## src/rtl/cache_ctrl_wb_dm.sv

```systemverilog
// Write-back, direct-mapped cache controller: owns tag/valid/dirty state and line
// storage, serves one CPU word request at a time over a word-serial memory port.
module cache_ctrl_wb_dm #(
  parameter int unsigned ADDR_W = 10,
  parameter int unsigned DATA_W = 32,
  parameter int unsigned LINES  = 4,
  parameter int unsigned WORDS  = 4
) (
  input  logic              clk,
  input  logic              reset,
  input  logic              cpu_req,
  input  logic              cpu_we,
  input  logic [ADDR_W-1:0] cpu_addr,
  input  logic [DATA_W-1:0] cpu_wdata,
  output logic              cpu_ready,
  output logic              cpu_hit,
  output logic [DATA_W-1:0] cpu_rdata,
  output logic              mem_req,
  output logic              mem_we,
  output logic [ADDR_W-1:0] mem_addr,
  output logic [DATA_W-1:0] mem_wdata,
  input  logic [DATA_W-1:0] mem_rdata,
  input  logic              mem_ack
);

  localparam int unsigned OFF_W = $clog2(WORDS);
  localparam int unsigned IDX_W = $clog2(LINES);
  localparam int unsigned TAG_W = ADDR_W - IDX_W - OFF_W - 2;
  localparam logic [OFF_W-1:0] LAST_BEAT = OFF_W'(WORDS - 1);

  typedef enum logic [2:0] {
    IDLE,
    COMPARE,
    WRITEBACK,
    ALLOCATE,
    DONE
  } ctrlState;

  ctrlState state, stateNext;

  logic              reqWe;
  logic [ADDR_W-1:0] reqAddr;
  logic [DATA_W-1:0] reqWdata;
  logic              missFlag;
  logic [OFF_W-1:0]  beat, beatNext;

  logic [LINES-1:0]  validBits;
  logic [LINES-1:0]  dirtyBits;
  logic [TAG_W-1:0]  tagArr   [LINES];
  logic [DATA_W-1:0] lineData [LINES][WORDS];

  logic [IDX_W-1:0]  reqIdx;
  logic [OFF_W-1:0]  reqOff;
  logic [TAG_W-1:0]  reqTag;
  logic              lineHit;
  logic              lastAck;
  logic              unusedReqBits;

  assign reqIdx        = reqAddr[OFF_W+2 +: IDX_W];
  assign reqOff        = reqAddr[2 +: OFF_W];
  assign reqTag        = reqAddr[ADDR_W-1 -: TAG_W];
  assign lineHit       = validBits[reqIdx] && (tagArr[reqIdx] == reqTag);
  assign lastAck       = mem_ack && (beat == LAST_BEAT);
  assign unusedReqBits = ^reqAddr[1:0];

  // State register
  always_ff @(posedge clk) begin
    if (reset) state <= IDLE;
    else       state <= stateNext;
  end

  // Next-state and beat sequencing
  always_comb begin
    stateNext = state;
    beatNext  = beat;
    case (state)
      IDLE: begin
        if (cpu_req) stateNext = COMPARE;
      end
      COMPARE: begin
        if (lineHit) begin
          stateNext = DONE;
        end else begin
          beatNext  = '0;
          stateNext = (validBits[reqIdx] && dirtyBits[reqIdx]) ? WRITEBACK : ALLOCATE;
        end
      end
      WRITEBACK: begin
        if (mem_ack) begin
          beatNext = beat + OFF_W'(1);
          if (beat == LAST_BEAT) stateNext = ALLOCATE;
        end
      end
      ALLOCATE: begin
        if (mem_ack) begin
          beatNext = beat + OFF_W'(1);
          if (beat == LAST_BEAT) stateNext = COMPARE;
        end
      end
      DONE:    stateNext = IDLE;
      default: stateNext = IDLE;
    endcase
  end

  // Request registers, line status bits and registered outputs
  always_ff @(posedge clk) begin
    if (reset) begin
      reqWe     <= 1'b0;
      reqAddr   <= '0;
      reqWdata  <= '0;
      missFlag  <= 1'b0;
      beat      <= '0;
      validBits <= '0;
      dirtyBits <= '0;
      cpu_ready <= 1'b0;
      cpu_hit   <= 1'b0;
      cpu_rdata <= '0;
      mem_req   <= 1'b0;
      mem_we    <= 1'b0;
      mem_addr  <= '0;
      mem_wdata <= '0;
    end else begin
      beat <= beatNext;
      case (state)
        IDLE: begin
          if (cpu_req) begin
            reqWe    <= cpu_we;
            reqAddr  <= cpu_addr;
            reqWdata <= cpu_wdata;
            missFlag <= 1'b0;
          end
        end
        COMPARE: begin
          if (lineHit) begin
            if (reqWe) dirtyBits[reqIdx] <= 1'b1;
            else       cpu_rdata <= lineData[reqIdx][reqOff];
            cpu_hit <= !missFlag;
          end else begin
            missFlag <= 1'b1;
          end
        end
        WRITEBACK: begin
          if (lastAck) dirtyBits[reqIdx] <= 1'b0;
        end
        ALLOCATE: begin
          if (lastAck) begin
            validBits[reqIdx] <= 1'b1;
            dirtyBits[reqIdx] <= 1'b0;
          end
        end
        default: ;
      endcase

      // Memory beat fields follow the upcoming state/beat so they move only on ack or state change
      cpu_ready <= (stateNext == DONE);
      mem_req   <= (stateNext == WRITEBACK) || (stateNext == ALLOCATE);
      mem_we    <= (stateNext == WRITEBACK);
      if (stateNext == WRITEBACK) begin
        mem_addr  <= {tagArr[reqIdx], reqIdx, beatNext, 2'b00};
        mem_wdata <= lineData[reqIdx][beatNext];
      end else if (stateNext == ALLOCATE) begin
        mem_addr  <= {reqTag, reqIdx, beatNext, 2'b00};
      end
    end
  end

  // Tag and data arrays carry no reset; validity alone qualifies their contents
  always_ff @(posedge clk) begin
    if (!reset) begin
      if (state == COMPARE && lineHit && reqWe)
        lineData[reqIdx][reqOff] <= reqWdata;
      if (state == ALLOCATE && mem_ack) begin
        lineData[reqIdx][beat] <= mem_rdata;
        if (beat == LAST_BEAT) tagArr[reqIdx] <= reqTag;
      end
    end
  end

endmodule

```

## config.mk

```make
export PLATFORM = sky130hd
export DESIGN_NAME = cache_ctrl_wb_dm
export DESIGN_NICKNAME = d
export VERILOG_FILES = /design/src/rtl/cache_ctrl_wb_dm.sv
export SDC_FILE = /design/constraint.sdc
export NUM_CORES = 1
export LEC_CHECK = 0
export CORE_MARGIN = 3
export CORE_UTILIZATION = 35
export CTS_CLUSTER_SIZE = 12
export DETAILED_ROUTE_END_ITERATION = 8
export REMOVE_ABC_BUFFERS = 1
export SLEW_MARGIN = 10
export SYNTH_ARGS = -nofsm -noshare
export SYNTH_HDL_FRONTEND = slang
export SYNTH_SLANG_ARGS = --single-unit
```

## constraint.sdc

```tcl
create_clock -name clk -period 4.5 [get_ports clk]
set_clock_uncertainty 0.2 [all_clocks]
set_input_delay 0.45 -clock clk [delete_from_list [all_inputs] [get_ports clk]]
set_output_delay 0.45 -clock clk [all_outputs]
set_load 0.01 [all_outputs]
```

==> flow_summary.json <==
{
  "drv_slew": 0,
  "wirelength_mm": 71.1,
  "grt_use_total_pct": 17.5,
  "vdd_drop_max_v": 0.000239,
  "fp.dieArea_sq_mm": 0.0812,
  "drive_gt1_share_pct": 25.9,
  "grt_first_pass_wirelength_mm": 104,
  "cts_root_buf": "clkbuf_16",
  "ant_nets": 0,
  "fmax_mhz": 275,
  "firstDrtPassIters": 5,
  "cp_cell_sequence": "mux4_2 > xnor2_2 > nand2_2 > nor4_1 > nand2_1 > o31a_1 > nor2_4 > buf_4",
  "setup_viol": 0,
  "cp_max_fo": 19,
  "drc": 0,
  "syn_to_final_growth_pct": 19.1,
  "postSynthAreaPerCell_sq_um": 16.9,
  "hpwl_mm": 42.2,
  "final_cells": 2854,
  "drv_cap": 0,
  "htree_levels": 3,
  "cts.clk_slew.worst_paths_ns": 0.06,
  "cpPeakStageDelay_ns": 0.62,
  "post-route-period-util_pct": 80.8,
  "ys_warn_count": 0,
  "cts_tree": "done",
  "overflow": 0,
  "ys_seq_area_share_pct": 68.0,
  "coreArea_sq_mm": 0.0766,
  "max_slew_margin_pct": 27.7,
  "grt_pass1_vias": 15929,
  "pin_count": 157,
  "status": "complete, no violations",
  "start_kind": "flop",
  "syn_inst": 1613,
  "fin_util_pct": 42.4,
  "clk_latency_ns": 0.60,
  "worst_pin_slew_ns": 1.09,
  "holdBufCountCts": 0,
  "die_h_um": 285,
  "period_minus_slack_ns": 3.64,
  "io_buffer_count": 152,
  "fin_nets": 1852,
  "antenna_found_initial": 3,
  "syn_area_sq_mm": 0.0272,
  "die_x_um": 285,
  "post_cts_resized": 0,
  "synth.ff_latch_count": 661,
  "vias": 15068,
  "synth-edff-count": 528,
  "finalHoldViolCount": 0,
  "synthArstFlopShare_pct": 0,
  "setup_tns_ns": 0,
  "num_rows": 101,
  "worstPathRequired_ns": 4.54,
  "cts_max_path_buffers": 3,
  "drt_iter0_markers": 1040,
  "synth-main-ff-cell": "edfxtp_1",
  "grt_setup_unrepaired": "no",
  "min_path_type": "input port to flop",
  "place_congestion": 0.727,
  "viasPerCell": 5.28,
  "grt_max_degree": 93,
  "cellPowerDensity_mw_per_mm2": 419,
  "path_class": "flop to flop",
  "worstPathArrival_ns": 3.67,
  "cts_buffers": 69,
  "placedCellCount": 2728,
  "worst_path_max_delay_cell": "nor4_1",
  "crit_family": "simple AND/OR/NAND/NOR gates",
  "cts_sinks": 661,
  "synthDistinctLibCells": 43,
  "start_util_pct": 35.6,
  "worst-path-buf-inv": 1,
  "postCtsSetupBuffers": 0,
  "p_leak_uw": 0.0103,
  "detail_route.wl_per_cell_um": 24.9,
  "end_kind": "flop"
}
[sequential cells by signal (all words and copies together), names as in the netlist, 2 cells and up, named ones only]
| signal | cells |
|---|---|
| mem_addr | 8 |
| tagArr | 16 |
| reqAddr | 8 |
| mem_wdata | 32 |
| validBits | 4 |
| cpu_rdata | 32 |
| beat | 2 |
| state | 3 |
| lineData | 512 |
| reqWdata | 32 |
[tightest hold or removal path: cells and delay by family]
kind / cells / cell delay (ns)
buffers and inverters: 1 / 0.39
AND/OR/NAND/NOR: 1 / 0.06
AO/OA/AOI/OAI: 1 / 0.05
[kinds of logic (layout without fill, tap and decap cells)]
family	Yosys count	in the layout	share of synthesized area, %
simple gates	288	288	4.89
compound gates	198	198	4.87
flops	661	661	68.0
xor+xnor	4	4	0.239
fa+ha+maj	4	4	0.184
other cells	1	4	0.0138
buf+inv	152	360	2.43
mux	305	305	19.4
[placed cells by master, fill, tap and decap left out, types with 3 or more instances in the layout]
cell	synthesis	final
clkdlybuf4s50_1	0	151
and2_1	3	3
o32ai_1	31	31
nor2_4	0	17
clkinv_2	0	3
a211oi_1	71	71
mux2_2	129	129
nand2_1	154	150
clkbuf_16	0	72
xnor2_2	4	4
nand3_1	4	4
ha_1	4	4
clkbuf_1	60	32
or2_2	3	3
nor2_1	40	23
mux2i_1	10	10
o22ai_1	5	5
nand2_2	1	5
clkbuf_8	0	11
inv_1	39	39
buf_4	5	26
a21oi_1	78	78
dfxtp_1	133	130
clkinv_1	1	4
nor2b_1	66	66
nand2b_1	3	3
edfxtp_1	528	528
buf_12	0	19
mux4_2	166	166
nor3_1	4	4
[Yosys cell counts (3+ instances only)]
library cell | instances | area share, %
a211oi_1 | 71 | 2.0
a21oi_1 | 78 | 1.4
and2_1 | 3 | 0.069
buf_1 | 14 | 0.19
buf_2 | 28 | 0.51
buf_4 | 5 | 0.14
buf_6 | 5 | 0.21
clkbuf_1 | 60 | 0.83
dfxtp_1 | 133 | 9.8
edfxtp_1 | 528 | 58
ha_1 | 4 | 0.18
inv_1 | 39 | 0.54
mux2_2 | 129 | 5.3
mux2i_1 | 10 | 0.37
mux4_2 | 166 | 14
nand2_1 | 154 | 2.1
nand2b_1 | 3 | 0.069
nand3_1 | 4 | 0.073
nor2_1 | 40 | 0.55
nor2b_1 | 66 | 1.5
nor3_1 | 4 | 0.073
o21a_1 | 3 | 0.083
o22ai_1 | 5 | 0.11
o32ai_1 | 31 | 1.0
or2_2 | 3 | 0.069
xnor2_2 | 4 | 0.24
[final timing paths]
path | from | to | slack, ns | cells past startpoint
hold reg to reg | cpu_rdata[15] | cpu_rdata[15] | 0.25 | 2
setup / recovery | flop | lineData[2][77] | 0.86 | 8
setup reg to reg | flop | lineData[2][77] | 0.86 | 8
hold / removal | cpu_we | reqWe | 0.20 | 3
[area by class of cell]
| cell class | count | area (sq um) |
|---|---|---|
| fill | 6848 | 44100 |
| multi-input combinational | 801 | 8240 |
| tap | 1030 | 1290 |
| antenna | 2 | 5.00 |
| inverter | 40 | 151 |
| clock buffer | 115 | 2070 |
| timing repair buffer | 196 | 2090 |
| clock inverter | 9 | 71.3 |
| sequential | 661 | 18500 |
[stage by stage]
step	setup slack [ns]	instance area, sq um	hold slack [ns]	power [uW]
finish	0.863	32400	0.199	13600
global route	0.572	32400	0.198	14100
CTS	0.798	32400	0.167	13700
detailed placement	0.820	30300	0.247	8300
global placement	0.859	30300	0.245	8260
floorplan	-7.24	26700	0.231	7810
[report_power, final]
part           leakage [uW]  switching [uW]  internal, uW
combinational       0.00334             698           622
sequential          0.00591             101          6730
clock               0.00104            2250          3190
total                0.0103            3050         10500
[routing by layer]
metal | GRT usage, % | part of all wire (%) | vias to the layer above
met3 | 3.80 | 6.5 | 83
li1 | - | - | 6646
met5 | 0 | 0 | -
met4 | 5.05 | 2.2 | 0
met1 | 21.6 | 40 | 7909
met2 | 31.0 | 51 | 430
Note: power is estimated with default switching activity, not from simulation.
